[config.mk]
export PLATFORM = sky130hd
export DESIGN_NAME = inst_fetch_unit
export DESIGN_NICKNAME = d
export VERILOG_FILES = /design/src/rtl/inst_fetch_unit.sv
export SDC_FILE = /design/constraint.sdc
export NUM_CORES = 1
export LEC_CHECK = 0
export ABC_AREA = 1
export BUFFER_PORTS_ARGS = -buffer_cell sky130_fd_sc_hd__buf_4
export CORE_UTILIZATION = 52
export CTS_CLUSTER_SIZE = 25
export DETAILED_ROUTE_END_ITERATION = 8
export PLACE_DENSITY_LB_ADDON = 0.2
export SETUP_SLACK_MARGIN = 0.15
export SYNTH_ARGS = -nofsm -noshare
export SYNTH_HDL_FRONTEND = slang
export SYNTH_SLANG_ARGS = --single-unit
[constraint.sdc]
create_clock -name clk -period 2.2 [get_ports clk]
set_clock_uncertainty 0.2 [all_clocks]
set_input_delay 0.22 -clock clk [delete_from_list [all_inputs] [get_ports clk]]
set_output_delay 0.22 -clock clk [all_outputs]
set_load 0.02 [all_outputs]
[src/rtl/inst_fetch_unit.sv]
// Instruction fetch engine: PC generation, single-outstanding memory read,
// static branch prediction and push into the instruction queue.
module inst_fetch_unit #(
    parameter logic [31:0] RESET_PC = 32'h0000_0000
) (
    input  logic        clk,
    input  logic        rst,
    input  logic        flush_i,
    input  logic [31:0] redirect_pc_i,
    output logic        mem_req_o,
    output logic [31:0] mem_addr_o,
    input  logic        mem_ready_i,
    input  logic        mem_valid_i,
    input  logic [31:0] mem_data_i,
    input  logic        iq_full_i,
    output logic        iq_we_o,
    output logic [31:0] iq_inst_o,
    output logic [31:0] iq_pc_o,
    output logic        iq_pred_o,
    output logic [31:0] iq_pred_target_o
);

    typedef enum logic [1:0] {
        S_FETCH,
        S_WAIT,
        S_PUSH,
        S_DROP
    } state_t;

    localparam logic [6:0] OP_JAL    = 7'b1101111;
    localparam logic [6:0] OP_BRANCH = 7'b1100011;

    state_t      state;
    logic [31:0] pc;
    logic [31:0] inst_q;
    logic [31:0] pc_q;
    logic        pred_q;
    logic [31:0] tgt_q;

    logic [31:0] j_imm;
    logic [31:0] b_imm;
    logic [31:0] pc_plus4;
    logic        pred;
    logic [31:0] pred_tgt;

    // Prediction is evaluated on the returning word while pc still holds its address
    always_comb begin
        j_imm    = {{11{mem_data_i[31]}}, mem_data_i[31], mem_data_i[19:12],
                    mem_data_i[20], mem_data_i[30:21], 1'b0};
        b_imm    = {{19{mem_data_i[31]}}, mem_data_i[31], mem_data_i[7],
                    mem_data_i[30:25], mem_data_i[11:8], 1'b0};
        pc_plus4 = pc + 32'd4;
        pred     = 1'b0;
        pred_tgt = pc_plus4;
        case (mem_data_i[6:0])
            OP_JAL: begin
                pred     = 1'b1;
                pred_tgt = pc + j_imm;
            end
            OP_BRANCH: begin
                pred = mem_data_i[31];
                if (mem_data_i[31]) begin
                    pred_tgt = pc + b_imm;
                end
            end
            default: begin
                pred     = 1'b0;
                pred_tgt = pc_plus4;
            end
        endcase
    end

    assign mem_addr_o       = pc;
    assign mem_req_o        = (state == S_FETCH) & ~iq_full_i & ~flush_i & rst;
    assign iq_we_o          = (state == S_PUSH) & ~flush_i & rst;
    assign iq_inst_o        = inst_q;
    assign iq_pc_o          = pc_q;
    assign iq_pred_o        = pred_q;
    assign iq_pred_target_o = tgt_q;

    always_ff @(posedge clk) begin
        if (!rst) begin
            state  <= S_FETCH;
            pc     <= RESET_PC;
            inst_q <= '0;
            pc_q   <= '0;
            pred_q <= 1'b0;
            tgt_q  <= '0;
        end else if (flush_i) begin
            pc <= redirect_pc_i;
            // An outstanding read must be drained unless it returns right now
            case (state)
                S_WAIT:  state <= mem_valid_i ? S_FETCH : S_DROP;
                S_DROP:  state <= mem_valid_i ? S_FETCH : S_DROP;
                default: state <= S_FETCH;
            endcase
        end else begin
            case (state)
                S_FETCH: begin
                    if (mem_req_o && mem_ready_i) begin
                        state <= S_WAIT;
                    end
                end
                S_WAIT: begin
                    if (mem_valid_i) begin
                        inst_q <= mem_data_i;
                        pc_q   <= pc;
                        pred_q <= pred;
                        tgt_q  <= pred_tgt;
                        state  <= S_PUSH;
                    end
                end
                S_PUSH: begin
                    pc    <= pred_q ? tgt_q : pc + 32'd4;
                    state <= S_FETCH;
                end
                S_DROP: begin
                    if (mem_valid_i) begin
                        state <= S_FETCH;
                    end
                end
                default: state <= S_FETCH;
            endcase
        end
    end

endmodule

==> results of run 1 <==
[layer usage]
metal  GRT overflow  global-route usage
met1             11               0.831
met2            191               0.996
met3             21               0.728
met4            143               0.915
met5              2               0.351
[metrics by stage]
step	utilization	setup WS (ps)	TNS, ps	area [um^2]
4_1_cts	0.833	-45.6	-98.3	16300
3_3_place_gp	0.705	-276	-2910	13800
2_1_floorplan	-	96.8	0	10600
3_5_place_dp	0.705	-262	-3610	13800
[logic make-up after synthesis]
| group | count (synthesis) |
|---|---|
| compound gates | 363 |
| flops | 130 |
| simple gates | 947 |
| fa+ha+maj | 46 |
| buf+inv | 319 |
| xor+xnor | 15 |
[timing repair]
action | CTS
resized for setup | 291
pin swaps | 54
hold buffers | 59
setup endpoints to repair | 51
endpoints found under the hold margin | 59
setup buffers | 18
==> flow_summary.ini, run 1 <==
[global_route]
grt-ovfl-total = 368
grt_start_max_net_pins = 98
gr-usage-all-layers = 0.852

[synth]
ys_warn_count = 0
synth_mux_area_frac = 0
synthCells = 1820
synth_common_cells = nand2_1, inv_1, nor2_1
synth_compound_area_frac = 0.190
synth_area_leaders = dfxtp_1, nand2_1, inv_1, nor2_1, a21oi_1
post-synth-top-count-cell = nand2_1
seq_area_frac_synth = 0.249
synth_top_family_by_area = simple AND/OR/NAND/NOR gates
ys_ff_latch = 130
synthAdderAreaFrac = 0.0565
synthSimpleGateAreaFrac = 0.374
ys_async_sr_fraction = 0
syn-cell-area_mm2 = 0.0105
synth.avg_cell_area_um2 = 5.74
synth_top_area_share = 0.249
syn-num-nets = 1936
yosys.area.top_type = dfxtp_1
synth_edf_count = 0
synth_xor_area_frac = 0.0126
yosysUniqueCellTypes = 44
synth_ff_type = dfxtp_1

[place]
place.gp.congestion = 1.07
dp.cells = 2437
dp_hpwl_um = 37000
io_buffers = 200

[die]
ios = 201
fp.dieH_um = 144
initial_core_util = 0.534
rows = 51
die_w_um = 144

[clock_tree]
numCtsBuffers = 17
cts_num_sinks = 130
htree_levels = 4
cts-root-buf = clkbuf_16
cts.path.max_buffers = 2

[run_status]
status = stopped before the end
failing_step = 5_1_grt
tool.error = [ERROR GRT-0232] Routing congestion too high. Check the congestion heatmap in the GUI.
==> run 2, diff against run 1 <==
--- a/config.mk
+++ b/config.mk
@@ -7,11 +7,9 @@
 export LEC_CHECK = 0
 export ABC_AREA = 1
 export BUFFER_PORTS_ARGS = -buffer_cell sky130_fd_sc_hd__buf_4
-export CORE_UTILIZATION = 52
-export CTS_CLUSTER_SIZE = 25
+export CORE_UTILIZATION = 40
 export DETAILED_ROUTE_END_ITERATION = 8
-export PLACE_DENSITY_LB_ADDON = 0.2
-export SETUP_SLACK_MARGIN = 0.15
+export PLACE_DENSITY_LB_ADDON = 0.15
 export SYNTH_ARGS = -nofsm -noshare
 export SYNTH_HDL_FRONTEND = slang
 export SYNTH_SLANG_ARGS = --single-unit
==> constraint.sdc (replaced) <==
create_clock -name clk -period 2.9 [get_ports clk]
set_clock_uncertainty 0.2 [all_clocks]
set_input_delay 0.29 -clock clk [delete_from_list [all_inputs] [get_ports clk]]
set_output_delay 0.29 -clock clk [all_outputs]
set_load 0.02 [all_outputs]
==> flow_summary.ini, run 2 <==
[power]
p_leak_nw = 7.20
vdd_drop_max_uv = 360
finalPower_mw = 6.13
powerDensity_mw_per_mm2 = 441

[setup_path]
r2r_slack_ps = 200
r2r-start = mem_addr_o[3]
critical_path_class = in -> reg
r2r-end = iq_pred_target_o[26]
startpoint_type = input port
critPathCaptureType = flop
crit_start = mem_data_i[11]
worstPathArrival_ps = 2910
timing.critical_path.to = iq_pred_target_o[26]
critPathMaxFanout = 5
ff2ff_path_depth = 15
cp.required_ps = 3040

[cells_and_area]
fin_nets = 2223
fillers = 2675
final_common_cell = nand2_1
syn2layout_area_growth_pct = 32.8
final_cell_mix = nand2_1, buf_4, inv_1, nor2_1
regArea_mm2 = 0.00260
diodes = 0
multiInputGateArea_mm2 = 0.00665
drive_gt1_frac = 0.165

[sta]
rsz0062_at_grt = false
slew_viol_final = 0
hold_ws_ps = -0.255
setup_viol = 0
fin_ws_ps = 131
fmax_mhz = 361
finalCritPeriodShare = 0.955
max_slew_margin = 0.624
tightest_slew_ps = 564
fin_crit_ps = 2770
tns_ps = 0
hold_viol_final = 1

[die]
die_w_um = 164
ios = 201
initial_core_util = 0.412
rows = 58
dieArea_mm2 = 0.0268
core_area_mm2 = 0.0254
fp.dieH_um = 164

[synth]
syn-cell-area_mm2 = 0.0105
synth_compound_area_frac = 0.190
synthSimpleGateAreaFrac = 0.374
ys_warn_count = 0
synth_top_family_by_area = simple AND/OR/NAND/NOR gates
synth.avg_cell_area_um2 = 5.74
ys_async_sr_fraction = 0
synth_mux_area_frac = 0
synth_xor_area_frac = 0.0126
yosys.area.top_type = dfxtp_1
post-synth-top-count-cell = nand2_1
synthAdderAreaFrac = 0.0565
seq_area_frac_synth = 0.249
synth_edf_count = 0
synth_ff_type = dfxtp_1
synth_area_leaders = dfxtp_1, nand2_1, inv_1, nor2_1, a21oi_1
syn-num-nets = 1936
ys_ff_latch = 130
yosysUniqueCellTypes = 44
synth_top_area_share = 0.249
synthCells = 1820
synth_common_cells = nand2_1, inv_1, nor2_1

[clock_tree]
cts_num_sinks = 130
cts-root-buf = clkbuf_16
numCtsBuffers = 17
clk_pin_slew_ps = 80
clk_latency_ps = 440
cts.path.max_buffers = 2
htree_levels = 4
postCtsSetupBuffers = 0
cts_tree = yes

[routing]
drt_iter0_markers = 1230
dr_total_vias = 13087
drc = 0
avgViaCountPerCell = 5.34
route.detailed.wl_per_inst_um = 19.5
antenna_left = 0
wirelength_um = 47800
dr.pass1.iters = 6

[place]
io_buffers = 200
place_ws_ps = 98.8
dp_hpwl_um = 37300
place.gp.congestion = 0.968

[flow_run]
max_cap_violations = 0

[hold_path]
hp-class = in -> reg
whs_path_depth = 4
hp-start = mem_ready_i

[run_status]
violations = hold timing
status = finished with violations

[global_route]
grt-ovfl-total = 0
gr-usage-met2 = 0.584
antenna_found_initial = 0
gr-usage-all-layers = 0.358
grt_pass1_wl_um = 71600
use_met1 = 0.464
grt.met3_usage = 0.0599
grt_start_max_net_pins = 98
grt_pass1_vias = 12362
busiest_layer = met2
run 2: cell counts after synthesis:
No cell type changed its count.
run 2: power by group:
group | switching, mW | total, mW | leakage, nW | internal, mW
sequential | 0.107 | 1.98 | 1.06 | 1.87
clock | 1.11 | 2.26 | 0.281 | 1.15
combinational | 1.20 | 1.89 | 5.86 | 0.689
run 2: stage by stage:
step / instances / cell area (um^2) / util / hold WS [ps]
finish: 2450 / 13900 / 0.547 / -0.255
global route: 2450 / 13900 / 0.547 / 14.8
CTS: 2450 / 13900 / 0.545 / 1.23
detailed placement: 2367 / 12700 / 0.502 / 303
global placement: 2367 / 12700 / 0.502 / 295
floorplan: 1820 / 10500 / - / 225
run 2: cell families (layout without fill, tap and decap cells):
family                   Yosys count  in the layout
AO/OA/AOI/OAI                    363            363
AND/OR/NAND/NOR                  947            947
XOR/XNOR                          15             15
buffers and inverters            319            619
flip-flops                       130            130
adder cells (fa/ha/maj)           46             46
run 2: area by class of cell:
| class | count | area share |
|---|---|---|
| clock buffers | 17 | 0.0306 |
| flip-flops and latches | 130 | 0.188 |
| repair buffers | 335 | 0.193 |
| multi-input cells | 1371 | 0.479 |
| well taps | 330 | 0.0297 |
| inverters | 252 | 0.0681 |
| clock inverters | 15 | 0.0122 |
run 2: critical path, stage by stage:
cell and delay [ps]:
dlygate4sd3_1 540, buf_4 140, ha_1 390, nand2_1 130, nor2_1 150, nand2_1 60, nand3_1 170, nand2_1 70
nand2_1 150, nand2_1 180, nand3_1 130, nand3_1 150, nand2_1 100, nand3_1 120, nand2_1 90, inv_1 40
run 2: repair_timing:
action | in CTS | in global routing
hold buffers | 51 | 0
gates resized for setup | 0 | 8
endpoints found under the setup margin | 0 | 11
hold endpoints to repair | 51 | 0
run 2: layer usage:
| layer | wire length, um | vias up |
|---|---|---|
| met4 | 1820 | 0 |
| met1 | 20200 | 5998 |
| met3 | 3800 | 76 |
| met5 | 0 | - |
| met2 | 22000 | 547 |
| li1 | - | 6466 |
run 2: worst min-delay path by stage:
stage	endpoint	slack [ps]
after floorplan	iq_inst_o[0]	220
after global placement	iq_inst_o[8]	290
after detailed placement	iq_pc_o[0]	300
after CTS	state[1]	1
after global routing	mem_addr_o[21]	10
final	state[1]	-0.3
No activity file was read; power rests on OpenSTA's default activity.
